==> src/rtl/dht11_read_ctrl.sv <==
// dht11_read_ctrl: read sequencer for the single-wire DHT11 sensor bus.
// Drives the host start pulse, checks the sensor preamble, decodes 40 bits,
// verifies the checksum and publishes humidity/temperature, then holds off.
// Ports:
//   pCLK, nRST         clock, synchronous active-low reset
//   START              read request level, accepted only when idle
//   DATA_IN / DATA_OE  pad level in / 1 = pull bus low
//   BUSY               high from acceptance until hold-off completes
//   VALID / ERR        one-cycle result pulses, ERR_CODE holds last code
//   HUM_*, TEMP_*      last good reading
module dht11_read_ctrl #(
    parameter int unsigned TICKS_PER_US  = 8,
    parameter int unsigned START_LOW_US  = 18000,
    parameter int unsigned TIMEOUT_US    = 100,
    parameter int unsigned BIT_THRESH_US = 40,
    parameter int unsigned HOLDOFF_US    = 1000000
) (
    input  logic       pCLK,
    input  logic       nRST,
    input  logic       START,
    input  logic       DATA_IN,
    output logic       DATA_OE,
    output logic       BUSY,
    output logic       VALID,
    output logic       ERR,
    output logic [1:0] ERR_CODE,
    output logic [7:0] HUM_INT,
    output logic [7:0] HUM_DEC,
    output logic [7:0] TEMP_INT,
    output logic [7:0] TEMP_DEC
);

    typedef enum logic [3:0] {
        S_IDLE,
        S_START_LOW,
        S_RELEASE,
        S_RESP_LOW,
        S_RESP_HIGH,
        S_BIT_LOW,
        S_BIT_HIGH,
        S_CHECK,
        S_FAIL,
        S_HOLDOFF
    } state_e;

    localparam int unsigned PW = (TICKS_PER_US > 1) ? $clog2(TICKS_PER_US) : 1;
    localparam logic [PW-1:0] PRESC_LAST = PW'(TICKS_PER_US - 1);
    localparam logic [19:0] START_LOW_C = 20'(START_LOW_US);
    localparam logic [19:0] TIMEOUT_C   = 20'(TIMEOUT_US);
    localparam logic [19:0] THRESH_C    = 20'(BIT_THRESH_US);
    localparam logic [19:0] HOLDOFF_C   = 20'(HOLDOFF_US);

    state_e state_q, state_d;

    logic [PW-1:0] presc_q, presc_d;
    logic [19:0]   us_cnt_q, us_cnt_d, us_inc;
    logic          us_tick;
    logic          tmo;

    // [0] first sync stage, [1] synced level, [2] previous synced level
    logic [2:0] sync_q, sync_d;
    logic       rise, fall;

    logic [39:0] shreg_q, shreg_d;
    logic [5:0]  bit_idx_q, bit_idx_d;
    logic [1:0]  code_q, code_d;
    logic        bit_val;

    logic       valid_q, valid_d;
    logic       err_q, err_d;
    logic [1:0] err_code_q, err_code_d;
    logic [7:0] hum_int_q, hum_int_d;
    logic [7:0] hum_dec_q, hum_dec_d;
    logic [7:0] temp_int_q, temp_int_d;
    logic [7:0] temp_dec_q, temp_dec_d;

    logic [7:0] sum;
    logic       sum_ok;

    assign sync_d = {sync_q[1:0], DATA_IN};
    assign rise   = sync_q[1] & ~sync_q[2];
    assign fall   = ~sync_q[1] & sync_q[2];

    // us_inc is the count as it stands after this cycle's tick, so a
    // compare against N fires exactly N microseconds after state entry.
    always_comb begin
        us_tick = (presc_q == PRESC_LAST);
        us_inc  = us_cnt_q;
        if (us_tick && (us_cnt_q != '1)) begin
            us_inc = us_cnt_q + 20'd1;
        end
        tmo     = (us_inc == TIMEOUT_C);
        bit_val = (us_cnt_q > THRESH_C);
    end

    assign sum    = shreg_q[39:32] + shreg_q[31:24]
                  + shreg_q[23:16] + shreg_q[15:8];
    assign sum_ok = (sum == shreg_q[7:0]);

    // State register
    always_ff @(posedge pCLK) begin
        if (!nRST) begin
            state_q <= S_IDLE;
        end else begin
            state_q <= state_d;
        end
    end

    // Next-state logic; an edge takes priority over a timeout
    always_comb begin
        state_d = state_q;
        unique case (state_q)
            S_IDLE: begin
                if (START) state_d = S_START_LOW;
            end
            S_START_LOW: begin
                if (us_inc == START_LOW_C) state_d = S_RELEASE;
            end
            S_RELEASE: begin
                if (fall)     state_d = S_RESP_LOW;
                else if (tmo) state_d = S_FAIL;
            end
            S_RESP_LOW: begin
                if (rise)     state_d = S_RESP_HIGH;
                else if (tmo) state_d = S_FAIL;
            end
            S_RESP_HIGH: begin
                if (fall)     state_d = S_BIT_LOW;
                else if (tmo) state_d = S_FAIL;
            end
            S_BIT_LOW: begin
                if (rise)     state_d = S_BIT_HIGH;
                else if (tmo) state_d = S_FAIL;
            end
            S_BIT_HIGH: begin
                if (fall) begin
                    state_d = (bit_idx_q == 6'd39) ? S_CHECK : S_BIT_LOW;
                end else if (tmo) begin
                    state_d = S_FAIL;
                end
            end
            S_CHECK, S_FAIL: begin
                state_d = S_HOLDOFF;
            end
            S_HOLDOFF: begin
                if (us_inc == HOLDOFF_C) state_d = S_IDLE;
            end
            default: state_d = S_IDLE;
        endcase
    end

    // Timebase restarts on every state change
    always_comb begin
        if (state_d != state_q) begin
            presc_d  = '0;
            us_cnt_d = '0;
        end else begin
            presc_d  = us_tick ? '0 : presc_q + PW'(1);
            us_cnt_d = us_inc;
        end
    end

    // Bit shifter and failure code capture
    always_comb begin
        shreg_d   = shreg_q;
        bit_idx_d = bit_idx_q;
        code_d    = code_q;
        if (state_q == S_RESP_HIGH && fall) begin
            shreg_d   = '0;
            bit_idx_d = '0;
        end
        if (state_q == S_BIT_HIGH && fall) begin
            shreg_d   = {shreg_q[38:0], bit_val};
            bit_idx_d = bit_idx_q + 6'd1;
        end
        if (state_d == S_FAIL && state_q != S_FAIL) begin
            code_d = (state_q == S_BIT_LOW || state_q == S_BIT_HIGH)
                   ? 2'b10 : 2'b01;
        end
    end

    // Output logic
    always_comb begin
        DATA_OE    = (state_q == S_START_LOW);
        BUSY       = (state_q != S_IDLE);
        valid_d    = 1'b0;
        err_d      = 1'b0;
        err_code_d = err_code_q;
        hum_int_d  = hum_int_q;
        hum_dec_d  = hum_dec_q;
        temp_int_d = temp_int_q;
        temp_dec_d = temp_dec_q;
        if (state_q == S_CHECK) begin
            if (sum_ok) begin
                valid_d    = 1'b1;
                err_code_d = 2'b00;
                hum_int_d  = shreg_q[39:32];
                hum_dec_d  = shreg_q[31:24];
                temp_int_d = shreg_q[23:16];
                temp_dec_d = shreg_q[15:8];
            end else begin
                err_d      = 1'b1;
                err_code_d = 2'b11;
            end
        end
        if (state_q == S_FAIL) begin
            err_d      = 1'b1;
            err_code_d = code_q;
        end
    end

    always_ff @(posedge pCLK) begin
        if (!nRST) begin
            presc_q    <= '0;
            us_cnt_q   <= '0;
            sync_q     <= 3'b111;
            shreg_q    <= '0;
            bit_idx_q  <= '0;
            code_q     <= 2'b00;
            valid_q    <= 1'b0;
            err_q      <= 1'b0;
            err_code_q <= 2'b00;
            hum_int_q  <= 8'h00;
            hum_dec_q  <= 8'h00;
            temp_int_q <= 8'h00;
            temp_dec_q <= 8'h00;
        end else begin
            presc_q    <= presc_d;
            us_cnt_q   <= us_cnt_d;
            sync_q     <= sync_d;
            shreg_q    <= shreg_d;
            bit_idx_q  <= bit_idx_d;
            code_q     <= code_d;
            valid_q    <= valid_d;
            err_q      <= err_d;
            err_code_q <= err_code_d;
            hum_int_q  <= hum_int_d;
            hum_dec_q  <= hum_dec_d;
            temp_int_q <= temp_int_d;
            temp_dec_q <= temp_dec_d;
        end
    end

    assign VALID    = valid_q;
    assign ERR      = err_q;
    assign ERR_CODE = err_code_q;
    assign HUM_INT  = hum_int_q;
    assign HUM_DEC  = hum_dec_q;
    assign TEMP_INT = temp_int_q;
    assign TEMP_DEC = temp_dec_q;

endmodule

==> config.mk <==
export PLATFORM = sky130hd
export DESIGN_NAME = dht11_read_ctrl
export DESIGN_NICKNAME = d
export VERILOG_FILES = /design/src/rtl/dht11_read_ctrl.sv
export SDC_FILE = /design/constraint.sdc
export NUM_CORES = 1
export LEC_CHECK = 0
export ABC_CLOCK_PERIOD_IN_PS = 11400
export CORE_MARGIN = 3
export CORE_UTILIZATION = 55
export DETAILED_ROUTE_END_ITERATION = 10
export HOLD_SLACK_MARGIN = 0.05
export PLACE_DENSITY = 0.75
export SYNTH_ARGS = -nofsm -noshare
export SYNTH_HDL_FRONTEND = slang
export SYNTH_SLANG_ARGS = --single-unit
==> constraint.sdc <==
create_clock -name pCLK -period 11.4 [get_ports pCLK]
set_input_delay 1.71 -clock pCLK [delete_from_list [all_inputs] [get_ports pCLK]]
set_output_delay 1.71 -clock pCLK [all_outputs]
set_load 0.1 [all_outputs]
==> impl_metrics.json <==
{
  "status": "complete, no violations",
  "drtAntennaViolNets": 0,
  "worstHoldEndpoint": "sync_q[1]$_SDFF_PN1_",
  "synthTopCellsByArea": "dfxtp_1, mux2i_1, a21boi_0",
  "syn_to_final_growth_pct": 15.9,
  "grt-busiest-layer": "met2",
  "startpoint_type": "register",
  "cp_top_family": "buffers and inverters",
  "drive_gt1_share_pct": 9.93,
  "grt_pass1_vias": 4775,
  "cellLeakagePower_nw": 2.42,
  "die-area_mm2": 0.0124,
  "cts-buffers-inserted": 17,
  "met1_usage_pct": 30.4,
  "clock_path_buffers": 2,
  "cts_resized": 0,
  "met2_usage_pct": 35.7,
  "synth-adder-area-share_pct": 7.07,
  "nFillCells": 853,
  "rows": 37,
  "gp_congestion": 0.930,
  "syn_area_mm2": 0.00609,
  "crit_chain": "nor2b_1 -> nand2_1 -> inv_1 -> clkdlybuf4s50_1",
  "num_io_pins": 42,
  "antenna-diode-count": 0,
  "synthMuxAreaShare_pct": 6.20,
  "synthTopCellsByCount": "dfxtp_1, nand2_1, nand3_1",
  "placed_cells": 802,
  "finalSetupViolations": 0,
  "start_util_pct": 57.7,
  "synth_nets": 694,
  "synth_top_family_by_area": "simple AND/OR/NAND/NOR gates",
  "cp_slowest_cell": "clkdlybuf4s50_1",
  "drv_slew": 0,
  "fin_skew_ns": 0.0111,
  "fp.coreArea_mm2": 0.0106,
  "r2r_end": "us_cnt_q[3]$_SDFF_PP0_",
  "numPortBuffers": 41,
  "tns_ns": 0,
  "grt_antenna_before_repair": 0,
  "crit_buf_inv": 2,
  "worstPathArrival_ns": 2.85,
  "min_period_ns": 4.56,
  "criticalPathCategory": "register to output port",
  "yosysTopAreaCellShare_pct": 37.5,
  "cp_max_fo": 13,
  "yosysTopAreaCell": "dfxtp_1",
  "synth-compound-area-share_pct": 12.7,
  "slew_headroom_pct": 31.6,
  "r2r_start": "presc_q[0]$_SDFF_PP0_",
  "max_clock_freq_mhz": 219,
  "cp-end-kind": "output port",
  "routed_wl_um": 13700,
  "min_from": "sync_q[0]$_SDFF_PN1_",
  "slowest_delay_ns": 1.14,
  "overflow": 0,
  "yosysSeqAreaShare_pct": 37.5,
  "h-tree-depth": 4,
  "via_per_inst": 5.92,
  "cts_setup_buffers": 0,
  "drt_first_pass_iters": 7,
  "worstSkewPairLatency_ns": 0.52,
  "die_w_um": 111,
  "use_met3_pct": 6.99,
  "tightest_slew_ns": 1.01,
  "period_share_pct": 40.0,
  "fin_cells": 831,
  "track_usage_pct": 22.9,
  "die_h_um": 111,
  "drt-wirelength-per-cell_um": 16.5,
  "r2r_slack_ns": 6.99,
  "rsz0062_at_grt": "no",
  "cellPowerDensity_mw_per_mm2": 130,
  "hold_path.class": "register to register",
  "reg2regPathDepth": 10,
  "grt_pass1_wl_um": 23300,
  "maxCapViolCount": 0,
  "drt-initial-drc-count": 299,
  "nNetsFinal": 715,
  "ys.flop_type": "dfxtp_1",
  "path_clk_slew_ns": 0.05,
  "postCtsHoldBufs": 0,
  "cts.sinks": 114,
  "synth_edf_count": 0,
  "yosys.area_share.simple_pct": 27.4,
  "vdd_drop_max_mv": 0.132,
  "cts-root-buf": "clkbuf_8",
  "grt_max_degree": 93,
  "hold_viol_final": 0,
  "vias": 4919,
  "cts_tree": "yes",
  "dp_hpwl_um": 9290,
  "synth_cells": 664,
  "synth_xor_area_share_pct": 5.18,
  "regArea_mm2": 0.00228,
  "synthMostInstantiatedCell": "dfxtp_1",
  "drcViolationCount": 0,
  "async_reset_ff_share_pct": 0,
  "cp.depth": 4,
  "synth.distinct_cells": 63,
  "multi_input_area_mm2": 0.00358,
  "min_path_cells": 1,
  "yosys_warnings": 0,
  "synth_seq_cells": 114,
  "critPathRequiredTime_ns": 9.69,
  "synth_area_per_cell_um2": 9.17
}
layout by cell type, fill, tap and decap left out, types with 17 or more instances in the layout:
cell type and instances:
dfxtp_1 113, nand2_1 72, nand3_1 57, a21boi_0 43, nor2b_1 40, clkdlybuf4s50_1 40
mux2i_1 34, nor2_1 25, xnor2_1 24, nor4_2 17
per-stage QoR:
step | util [%] | power [mW] | cell area (um2) | setup slack [ns] | hold slack, ns
6_report | 66.9 | 0.917 | 7060 | 6.84 | 0.414
5_1_grt | 66.9 | 0.947 | 7060 | 6.65 | 0.442
4_1_cts | 66.9 | 0.923 | 7060 | 6.83 | 0.414
3_5_place_dp | 61.7 | 0.440 | 6520 | 7.05 | 0.401
3_3_place_gp | 61.7 | 0.439 | 6520 | 7.14 | 0.389
2_1_floorplan | - | 0.437 | 6090 | 7.23 | 0.386
area by class of cell:
type / count / area share [%]
Tap cell: 136 / 2.41
Sequential cell: 114 / 32.3
Clock buffer: 25 / 7.00
Inverter: 9 / 0.479
Timing Repair Buffer: 47 / 6.38
Multi-Input combinational cell: 496 / 50.7
Clock inverter: 4 / 0.709
sequential cells by signal (all words and copies together) (netlist names):
register,count
TEMP_DEC,8
shreg_q,40
state_q,4
ERR_CODE,2
presc_q,3
us_cnt_q,20
ERR,1
VALID,1
HUM_DEC,8
sync_q,3
bit_idx_q,6
HUM_INT,8
code_q,2
TEMP_INT,8
how the worst max path moves through the flow:
stage | slack (ns) | startpoint | to
4_1_cts | 6.83 | state_q[0]$_SDFF_PN0_ | DATA_OE
6_report | 6.84 | state_q[0]$_SDFF_PN0_ | DATA_OE
3_5_place_dp | 7.05 | presc_q[0]$_SDFF_PP0_ | presc_q[0]$_SDFF_PP0_
2_1_floorplan | 7.23 | shreg_q[9]$_SDFFE_PN0P_ | HUM_DEC[0]$_SDFFE_PN0P_
3_3_place_gp | 7.14 | presc_q[0]$_SDFF_PP0_ | presc_q[0]$_SDFF_PP0_
5_1_grt | 6.65 | presc_q[0]$_SDFF_PP0_ | us_cnt_q[18]$_SDFF_PP0_
routing by layer:
| metal | part of all wire [%] | routed length, um |
|---|---|---|
| met5 | 0 | 0 |
| met4 | 1.5 | 210 |
| met3 | 5.2 | 710 |
| met2 | 47 | 6500 |
| met1 | 46 | 6310 |
logic make-up after synthesis:
kind of cell	Yosys count
AND/OR/NAND/NOR	290
buffers and inverters	54
flip-flops	114
multiplexers	36
AO/OA/AOI/OAI	108
XOR/XNOR	36
adder cells (fa/ha/maj)	26
power by group:
part	leakage, nW	total (mW)	internal (mW)	switching [mW]
clock network	0.262	0.485	0.313	0.171
logic	1.23	0.0297	0.00991	0.0198
registers	0.919	0.402	0.400	0.00175
total	2.42	0.917	0.724	0.193
No activity file was read; power rests on OpenSTA's default activity.
